--- config.mk ---
export PLATFORM = sky130hd
export DESIGN_NAME = mux_arb_2to1
export DESIGN_NICKNAME = d
export VERILOG_FILES = /design/src/rtl/mux_arb_2to1.sv
export SDC_FILE = /design/constraint.sdc
export NUM_CORES = 1
export LEC_CHECK = 0
export ABC_CLOCK_PERIOD_IN_PS = 5800
export CORE_AREA = 4 4 57 64
export CTS_BUF_LIST = sky130_fd_sc_hd__clkbuf_8
export DETAILED_ROUTE_END_ITERATION = 8
export DIE_AREA = 0 0 61 68
export PLACE_DENSITY = 0.78
export SYNTH_ARGS = -nofsm -noshare
export SYNTH_HDL_FRONTEND = slang
export SYNTH_SLANG_ARGS = --single-unit
--- constraint.sdc ---
create_clock -name clk -period 5.8 [get_ports clk]
set_input_delay 0.58 -clock clk [delete_from_list [all_inputs] [get_ports clk]]
set_output_delay 0.58 -clock clk [all_outputs]
set_load 0.01 [all_outputs]
--- src/rtl/mux_arb_2to1.sv ---
// Wormhole switch arbiter for a 2:1 flit mux: grants one port per cycle, locks the
// output to a packet from HEAD to TAIL, and tracks downstream credits per VC.
module mux_arb_2to1 #(
  parameter int DATAW = 66,
  parameter int VCHW  = 2,
  parameter int DEPTH = 4
) (
  input  logic            clk,
  input  logic            rst,
  input  logic            ivalid_0,
  input  logic [1:0]      itype_0,
  input  logic [VCHW-1:0] ivch_0,
  input  logic            ivalid_1,
  input  logic [1:0]      itype_1,
  input  logic [VCHW-1:0] ivch_1,
  input  logic            icredit_valid,
  input  logic [VCHW-1:0] icredit_vch,
  output logic [1:0]      sel,
  output logic            ogrant_0,
  output logic            ogrant_1,
  output logic [1:0]      olock,
  output logic            oerr
);

  localparam int NVC = 1 << VCHW;
  localparam int CW  = $clog2(DEPTH + 1);

  localparam logic [1:0] T_NONE = 2'b00;
  localparam logic [1:0] T_HEAD = 2'b01;
  localparam logic [1:0] T_DATA = 2'b10;
  localparam logic [1:0] T_TAIL = 2'b11;

  // Only the two type bits of the flit reach this block; the flit must hold them.
  if (DATAW < 3) begin : g_bad_dataw
    $error("mux_arb_2to1: DATAW must leave room for the type field");
  end

  typedef enum logic [1:0] {
    IDLE  = 2'b00,
    LOCK0 = 2'b01,
    LOCK1 = 2'b10
  } state_t;

  state_t          state;
  logic            last;
  logic [VCHW-1:0] lock_vch;
  logic [CW-1:0]   credit [NVC];
  logic            err;

  logic [1:0]      elig;
  logic [1:0]      perr;
  logic [1:0]      gnt;
  logic [VCHW-1:0] gvch;
  logic [NVC-1:0]  dec_v;
  logic [NVC-1:0]  inc_v;

  always_comb begin
    elig = 2'b00;
    perr = 2'b00;
    gnt  = 2'b00;
    case (state)
      IDLE: begin
        elig[0] = ivalid_0 && (itype_0 == T_HEAD) && (credit[ivch_0] != '0);
        elig[1] = ivalid_1 && (itype_1 == T_HEAD) && (credit[ivch_1] != '0);
        perr[0] = ivalid_0 && ((itype_0 == T_DATA) || (itype_0 == T_TAIL));
        perr[1] = ivalid_1 && ((itype_1 == T_DATA) || (itype_1 == T_TAIL));
        // Contention goes to the port that did not finish the previous packet.
        if (elig == 2'b11) gnt = last ? 2'b01 : 2'b10;
        else               gnt = elig;
      end
      LOCK0: begin
        perr[0] = ivalid_0 && ((itype_0 == T_HEAD) || (itype_0 == T_NONE));
        elig[0] = ivalid_0 && !perr[0] && (credit[lock_vch] != '0);
        gnt     = {1'b0, elig[0]};
      end
      LOCK1: begin
        perr[1] = ivalid_1 && ((itype_1 == T_HEAD) || (itype_1 == T_NONE));
        elig[1] = ivalid_1 && !perr[1] && (credit[lock_vch] != '0);
        gnt     = {elig[1], 1'b0};
      end
      default: begin
        gnt = 2'b00;
      end
    endcase

    if (state == IDLE) gvch = gnt[1] ? ivch_1 : ivch_0;
    else               gvch = lock_vch;

    for (int v = 0; v < NVC; v++) begin
      dec_v[v] = (gnt != 2'b00) && (gvch == VCHW'(v));
      inc_v[v] = icredit_valid && (icredit_vch == VCHW'(v));
    end
  end

  always_ff @(posedge clk) begin
    if (rst) begin
      state    <= IDLE;
      last     <= 1'b1;
      lock_vch <= '0;
      err      <= 1'b0;
      for (int v = 0; v < NVC; v++) credit[v] <= CW'(DEPTH);
    end else begin
      case (state)
        IDLE: begin
          if (gnt[0]) begin
            state    <= LOCK0;
            lock_vch <= ivch_0;
          end else if (gnt[1]) begin
            state    <= LOCK1;
            lock_vch <= ivch_1;
          end
        end
        LOCK0: begin
          if (gnt[0] && (itype_0 == T_TAIL)) begin
            state <= IDLE;
            last  <= 1'b0;
          end
        end
        LOCK1: begin
          if (gnt[1] && (itype_1 == T_TAIL)) begin
            state <= IDLE;
            last  <= 1'b1;
          end
        end
        default: state <= IDLE;
      endcase

      // A return and a consume on the same VC cancel out.
      for (int v = 0; v < NVC; v++) begin
        if (dec_v[v] && !inc_v[v]) begin
          credit[v] <= credit[v] - CW'(1);
        end else if (inc_v[v] && !dec_v[v]) begin
          if (credit[v] == CW'(DEPTH)) err <= 1'b1;
          else                         credit[v] <= credit[v] + CW'(1);
        end
      end

      if (perr != 2'b00) err <= 1'b1;
    end
  end

  assign sel      = gnt;
  assign ogrant_0 = gnt[0];
  assign ogrant_1 = gnt[1];
  assign olock    = {state == LOCK1, state == LOCK0};
  assign oerr     = err;

endmodule

* Word-level counts from Yosys, hierarchy flattened *
Memories as Yosys holds them, arrays and structs flattened. A register that Yosys moved wholly into a read port is not among the register bits.
Index checks and enable logic that the tools add are counted.

storage, ports and cells
  memories = 1
  flip-flop bits (word level) = 6
  logic and storage cells = 175
  memory bits (read-only) = 0
  input bits = 15
  bits in writable memories = 12
  latch bits = 0

memory list
  name    words  bits a word  rd ports  clocked after Yosys merged registers in  write ports  RTL line  source
  credit  4      3            7         1                                        4            47        logic [CW-1:0] credit [NVC];

operators by class
  reductions and logical operators = 58
  muxes and demuxes = 74
  bitwise gates (word level) = 8
  divide/modulo/power cells = 0
  multiply operators = 0
  $lt $le $gt $ge = 0
  equal/unequal tests = 22
  add/subtract/negate cells = 8
  shift operators = 0

operators by type and width
  kind                                                  count
  2-to-1 mux 1 bit                                      49
  logical AND 1 bit                                     30
  2-to-1 mux 2 bit                                      12
  2-to-1 mux 3 bit                                      8
  equality test 2 bit (second input constant)           10
  adder 3 x 1 -> 3 bit (second input constant)          4
  equality test 3 bit (second input constant)           4
  one-hot mux 2 bit (3 select lines)                    2
  subtractor 3 x 1 -> 3 bit (second input constant)     4
  equality test 2 x 1 -> 1 bit (second input constant)  5
  logical NOT 1 bit                                     10
  logical NOT 2 bit                                     5
  nonzero test 3 bit                                    3
  bitwise OR 1 bit                                      8
  one-hot mux 1 bit (2 select lines)                    3
  AND reduction 3 bit                                   2
  nonzero test 2 bit                                    3
  logical OR 1 bit                                      4
  != test 2 x 1 -> 1 bit (second input constant)        2
  != test 3 bit (second input constant)                 1
  AND reduction 2 bit                                   1

* Logic depth before layout (Yosys ltp) *
Gate-level depths: netlist of the first run.

  word-level depth = 25
  depth in mapped cells = 13
  depth with buffers taken out = 11

* Worst setup path before layout of the first run *
No wires, ideal clock.

  kind = input-to-reg
  from = input ivch_1[1]
  to = memory credit[1][2] in the netlist's numbering, data pin
  setup time = 0.138 ns
  setup slack = 1.977 ns
  buffers on the path = 1
  arrival time = 3.685 ns
  stages = 10
  cells stage by stage = mux4_2 > or4_1 > buf_2 > o311ai_2 > a311oi_4 > or4_1 > fa_1 > xnor2_1 > or4_1 > nand4_1

RTL lines
  element      RTL line  source
  from (decl)  15        input logic [VCHW-1:0] ivch_1,
  to (decl)    47

==> key figures, run 1 <==
Clocking
  • PostCTS Resize Cnt: 0
  • Clk sink count: 20
  • Worst skew pair latency: 0.26 ns
  • Root buffer cell: clkbuf_8
  • Num CTS Buffers: 3
  • Post-CTS Setup Repair Bufs: 0
  • CTS H-Tree Depth: 1
  • Clk pin slew, worst setup/hold paths: 0.08 ns
  • Clock Tree Buf Depth: 2
  • CTS tree: yes
  • CTS Hold Bufs: 0

Critical path
  • Crit path required time: 5.92 ns
  • Worst r2r path cells: 10
  • Critical path type: in -> reg
  • Arr. time, crit path: 4.44 ns
  • RR Startpoint: credit[3][2]
  • Critical path fanouts, max: 7
  • Worst setup EP type: flop
  • Worst R2R End: credit[1][2]
  • Worst R2R Setup Slack: 1.76 ns
  • Crit start category: input port

Synthesis
  • Synthesized area per cell: 9.110 um2
  • Post-Synthesis Cells: 178
  • Sequential share of the synthesized area: 0.3210
  • Async set-reset flop share out of synthesis: 0
  • Post-synth top area share: 0.2222
  • Post-synth EDFFs: 12
  • Register bit total from synthesis: 20
  • Netlist Area Pre-Place: 1622 um2
  • Most common library cells after synthesis: 12 x edfxtp_1, 11 x nand2_1, 10 x nor2_1
  • Ys flop type: edfxtp_1
  • Count of different cell masters after synthesis: 57
  • Post-synth top area cell: edfxtp_1
  • Yosys warnings: 0
  • Synth area leaders: edfxtp_1 22%, dfxtp_1 9.9%, fa_1 3.7%, nor3_1 2.8%, o21ai_0 2.8%
  • Count leader, synth: edfxtp_1
  • Syn_nets: 199

Detailed routing
  • Count of nets left with antenna violations after detail routing: 0
  • Via Count: 1501
  • Total Wirelength: 3985 um
  • DRT Pass-1 Iters: 4
  • Per-cell routed wire length: 17.48 um
  • Vias per cell: 6.583
  • Drt drc: 0
  • Drt initial violations: 115

Floorplanning
  • Die Y: 68 um
  • Die ar.: 4148 um2
  • Die W: 61 um
  • Initial cell density of the core: 0.5414
  • Num ports: 22
  • Core Area: 2995 um2
  • Site Rows: 21

GRT
  • Initial antenna violation count: 0
  • Vias in the first global route: 1481
  • Grt total ovfl: 0
  • Global-route wire length before repair: 6437 um
  • Total Routing Usage GR: 0.2044
  • Largest net degree at the start of global routing: 14

STA
  • Max_slew headroom: 0.5420
  • RSZ-0062 raised after global routing: no
  • Clk_skew: 0.004202 ns
  • Final setup fails: 0
  • Final Slew Violations: 0
  • Worst-Margin Slew: 0.6697 ns
  • Max Clock Freq: 0.2315 GHz
  • Crit share post-route: 0.7449
  • Final Hold Viols: 0
  • Hold slack: 0.5540 ns
  • Setup tns final: 0 ns
  • Setup ws final: 1.480 ns
  • Post-layout min period: 4.320 ns

Hold path
  • Worst Hold Depth: 2
  • Hold endpoint: last
  • Min-delay worst type: reg -> reg
  • Hold path start: last

Final layout
  • Share of layout cells above drive strength 1: 0.06701
  • # diodes: 0
  • Area Growth Syn to Fin: 17.36%
  • Post-route design area: 1903 um2
  • Final nets: 216

Placed design
  • Place WS: 1.239 ns
  • IO Port Bufs: 21
  • HPWL after DPL: 3108 um
  • Placer congestion estimate: 0.8995
  • Placed cell area: 1832 um2

Power
  • Switching Share: 0.2744
  • Net switching power: 0.1138 mW
  • P_int: 0.3009 mW
  • Static leakage: 0.6529 nW
  • Clock power frac: 0.339
  • Combinational power share: 0.240
  • Total power: 0.4148 mW
  • Power per cell area: 217.9 nW/um2
  • Sequential Power Share: 0.422
  • Max VDD drop: 0.1509 mV

Outcome
  • Status: finished, final reports clean

Flow run
  • Max Cap Violations: 0
==> cells by family after synthesis <==
| kind of cell | count (synthesis) | synth area share |
|---|---|---|
| simple gates | 77 | 0.2708 |
| compound gates | 48 | 0.2246 |
| flops | 20 | 0.3210 |
| buf+inv | 17 | 0.04475 |
| mux | 7 | 0.06250 |
| fa+ha+maj | 6 | 0.06019 |
| xor+xnor | 3 | 0.01621 |
==> power groups by stage <==
stage | combinational [mW] | clock, mW | sequential [mW]
after global placement | 0.0944 | 0 | 0.177
after global routing | 0.110 | 0.147 | 0.176
after floorplan | 0.0676 | 0 | 0.173
after detailed placement | 0.0982 | 0 | 0.178
final | 0.0994 | 0.141 | 0.175
after CTS | 0.0991 | 0.141 | 0.175
==> through the flow <==
| stage | instances | utilization |
|---|---|---|
| after floorplan | 178 | - |
| after global placement | 224 | 0.6115 |
| after detailed placement | 224 | 0.6115 |
| after CTS | 228 | 0.6353 |
| after global routing | 228 | 0.6353 |
| final | 228 | 0.6353 |
==> sequential cells by signal, summed over array words and instances, names as in the netlist, named ones only <==
| register | flops |
|---|---|
| credit | 12 |
| state | 2 |
| last | 1 |
| oerr | 1 |
| lock_vch | 2 |
==> area by class of cell <==
cell class	count	area [um2]
inverters	8	30.03
clock buffers	3	41.29
flip-flops and latches	20	520.5
multi-input cells	141	1028
repair buffers	21	210.2
fillers	264	1092
well taps	34	42.54
clock inverters	1	30.03
==> worst max-delay path: stages <==
cell             delay [ns]
clkdlybuf4s50_1        0.52
mux4_2                 0.58
or4_1                  0.67
o311ai_2               0.41
a311oi_4               0.10
or4_1                  0.55
fa_1                   0.39
xnor2_1                0.15
or4_1                  0.40
nand4_1                0.10
==> routing by layer <==
metal / routed length [um] / part of all wire / GRT usage
met1: 1694 / 0.43 / 0.2430
met2: 2052 / 0.51 / 0.3810
met3: 198 / 0.050 / 0.02453
met4: 39 / 0.0098 / 0.05420
met5: 0 / 0 / 0
==> cells in the final DEF (no fill, tap or decap), types with 2 or more instances in the layout <==
| cell type | synthesis | layout |
|---|---|---|
| mux4_2 | 2 | 2 |
| nor3_1 | 9 | 9 |
| a211oi_1 | 5 | 5 |
| a221oi_1 | 2 | 2 |
| xnor2_1 | 3 | 3 |
| or4_1 | 3 | 3 |
| o21ai_0 | 9 | 9 |
| a2111oi_0 | 2 | 2 |
| nand4_1 | 5 | 5 |
| fa_1 | 3 | 3 |
| dfxtp_1 | 8 | 8 |
| nand2_1 | 11 | 11 |
| and2_1 | 4 | 4 |
| edfxtp_1 | 12 | 12 |
| nand2b_1 | 3 | 3 |
| or2_2 | 2 | 2 |
| nor4_1 | 3 | 3 |
| a21oi_1 | 7 | 7 |
| mux2i_1 | 3 | 3 |
| nor2_1 | 10 | 10 |
| nor2b_1 | 3 | 3 |
| clkdlybuf4s50_1 | 0 | 21 |
| o22ai_1 | 3 | 3 |
| or3_1 | 5 | 5 |
| clkbuf_8 | 0 | 3 |
| a31oi_1 | 2 | 2 |
| o2bb2ai_1 | 2 | 2 |
| nand3_1 | 4 | 4 |
| inv_1 | 8 | 8 |
| nand3b_1 | 3 | 3 |
| ha_1 | 3 | 3 |
| nor3b_1 | 4 | 4 |
| and3_1 | 4 | 4 |
==> worst max path at each step <==
stage              start            to  cells past startpoint
2_1_floorplan  ivch_1[1]  credit[1][2]                     10
3_3_place_gp   ivch_1[1]  credit[1][2]                     10
3_5_place_dp   ivch_1[1]  credit[1][2]                     10
4_1_cts        ivch_1[1]  credit[1][2]                     10
5_1_grt        ivch_0[1]  credit[1][2]                     11
6_report       ivch_1[1]  credit[1][2]                     10
No activity file was read; power rests on OpenSTA's default activity.
==> run 2: changes to the inputs <==
Settings changed: ABC_CLOCK_PERIOD_IN_PS 5800 to 4400.
Clock period 5.8 ns to 4.4 ns, I/O delays scaled along.
==> key figures, run 2 (synthesis gave the netlist of run 1 again) <==
Outcome
  • Status: finished, final reports clean

Detailed routing
  • Per-cell routed wire length: 17.58 um
  • Drt drc: 0
  • Via Count: 1533
  • DR WL met3: 256 um
  • Total Wirelength: 4078 um
  • Wl on met1: 1670 um
  • Met2 wire len: 2080 um
  • Count of nets left with antenna violations after detail routing: 0
  • Uppermost routed layer: met4
  • DRT Pass-1 Iters: 4
  • Vias per cell: 6.608
  • Drt initial violations: 148

Final layout
  • Core Util, Final: 0.6475
  • Reg with most FFs: credit
  • FF+latch area: 520.5 um2
  • Most frequent cells in the layout: 21 x clkdlybuf4s50_1, 12 x edfxtp_1, 11 x nand2_1
  • Final std cells w/o fill: 232
  • Max FFs per register: 12
  • Post-route design area: 1939 um2
  • Largest regs: credit: 12 flops, lock_vch: 2 flops, state: 2 flops
  • Final nets: 220
  • Most common cell after layout, fill and taps aside: clkdlybuf4s50_1
  • Area Growth Syn to Fin: 19.60%
  • Multi-input gate area: 1035 um2
  • # diodes: 0
  • Fill count: 265
  • Share of layout cells above drive strength 1: 0.09091

Clocking
  • Clock Tree Buf Depth: 2
  • Worst skew pair latency: 0.27 ns
  • Clk pin slew, worst setup/hold paths: 0.08 ns
  • CTS tree: yes
  • Root buffer cell: clkbuf_8
  • CTS Hold Bufs: 0
  • CTS H-Tree Depth: 1
  • Clk sink count: 20
  • Num CTS Buffers: 3

STA
  • Setup tns final: 0 ns
  • RSZ-0062 raised after global routing: no
  • Clk_skew: 0.001621 ns
  • Max Clock Freq: 0.2412 GHz
  • Final Hold Viols: 0
  • Max_slew headroom: 0.4536
  • Final Slew Violations: 0
  • Worst-Margin Slew: 0.7989 ns
  • Crit share post-route: 0.9424
  • Post-layout min period: 4.147 ns
  • Final setup fails: 0

Floorplanning
  • Die ar.: 4148 um2
  • Die W: 61 um
  • Initial cell density of the core: 0.5414
  • Die Y: 68 um
  • Core Area: 2995 um2
  • Num ports: 22
  • Site Rows: 21

Critical path
  • CP Cell Sequence: clkdlybuf4s50_1 -> nor4_2 -> a2111oi_0 -> or4_1 -> buf_4 -> a221o_1 -> a311oi_4 -> or4_1 -> fa_1 -> xnor2_1 -> or4_1 -> nand4_1
  • Critical path type: in -> reg
  • CP dominant cell by count: or4_1
  • Arr. time, crit path: 4.27 ns
  • CP peak stage delay: 0.71 ns
  • Crit path required time: 4.53 ns
  • Crit start category: input port
  • Worst setup EP type: flop
  • Slowest stage cell, crit path: a2111oi_0
  • Critical path fanouts, max: 8

GRT
  • Largest net degree at the start of global routing: 14
  • Global-route wire length before repair: 6561 um
  • Vias in the first global route: 1498
  • Grt total ovfl: 0
  • Total Routing Usage GR: 0.2109
  • Initial antenna violation count: 0

Power
  • Total power: 0.5545 mW
  • Static leakage: 0.6729 nW
  • Power per cell area: 285.9 nW/um2
  • Max VDD drop: 0.2193 mV

Placed design
  • IO Port Bufs: 21
  • Placed cells: 228
  • HPWL after DPL: 3194 um
  • Placed cell area: 1862 um2
  • Placer congestion estimate: 0.9290

Hold path
  • Min-delay worst type: reg -> reg

Flow run
  • Max Cap Violations: 0
==> run 2: final timing paths <==
kind,start,end,slack (ns),cells after the start
setup reg to reg,credit[3][2],credit[1][2],0.49,10
hold / removal,last,last,0.53,2
hold reg to reg,last,last,0.53,2
setup / recovery,ivch_0[1],credit[1][2],0.25,12
==> run 2: what timing repair did <==
action                                 4_1_cts  5_1_grt
setup endpoints to repair                    0        1
resized for setup                            0        1
endpoints found under the hold margin        0        0
buffers inserted                             0        0
==> run 2: final cells by class <==
| class | instances | area share |
|---|---|---|
| inverters | 8 | 0.01548 |
| flip-flops and latches | 20 | 0.2684 |
| clock inverters | 1 | 0.01548 |
| clock buffers | 3 | 0.02129 |
| repair buffers | 25 | 0.1239 |
| multi-input cells | 141 | 0.5335 |
| well taps | 34 | 0.02194 |
==> run 2: report_power, final <==
group / total (mW) / switching [mW] / internal, mW
Clock: 0.190 / 0.0681 / 0.122
Sequential: 0.231 / 0.0170 / 0.214
Combinational: 0.134 / 0.0700 / 0.0642
Total: 0.554 / 0.155 / 0.399
==> run 2: critical path: cells and delay by family <==
| kind | cells | cell delay [ns] |
|---|---|---|
| and+or+nand+nor | 5 | 1.42 |
| adders and majority gates | 1 | 0.40 |
| buffers and inverters | 2 | 0.82 |
| AOI/OAI and AO/OA | 3 | 1.05 |
| xor gates and xnor gates | 1 | 0.15 |
==> run 2: metrics by stage <==
| stage | setup WS [ns] | hold WS, ns |
|---|---|---|
| final | 0.2534 | 0.5310 |
| after global routing | 0.04354 | 0.5941 |
| after CTS | 0.2872 | 0.5338 |
| after detailed placement | 0.02026 | 0.5179 |
| after global placement | 0.1154 | 0.5254 |
| after floorplan | 0.6585 | 0.4791 |
==> run 2: per-layer routing <==
metal  vias up  GRT usage
li1        734          -
met1       734     0.2368
met2        57     0.3944
met3         8    0.02642
met4         0    0.08401
met5         -          0
==> run 3: changes to the inputs <==
Settings changed: CAP_MARGIN set to 20, SKIP_LAST_GASP set to 1.
==> results of run 3 <==
The final DEF is identical to that of run 2; final timing and power are the same.
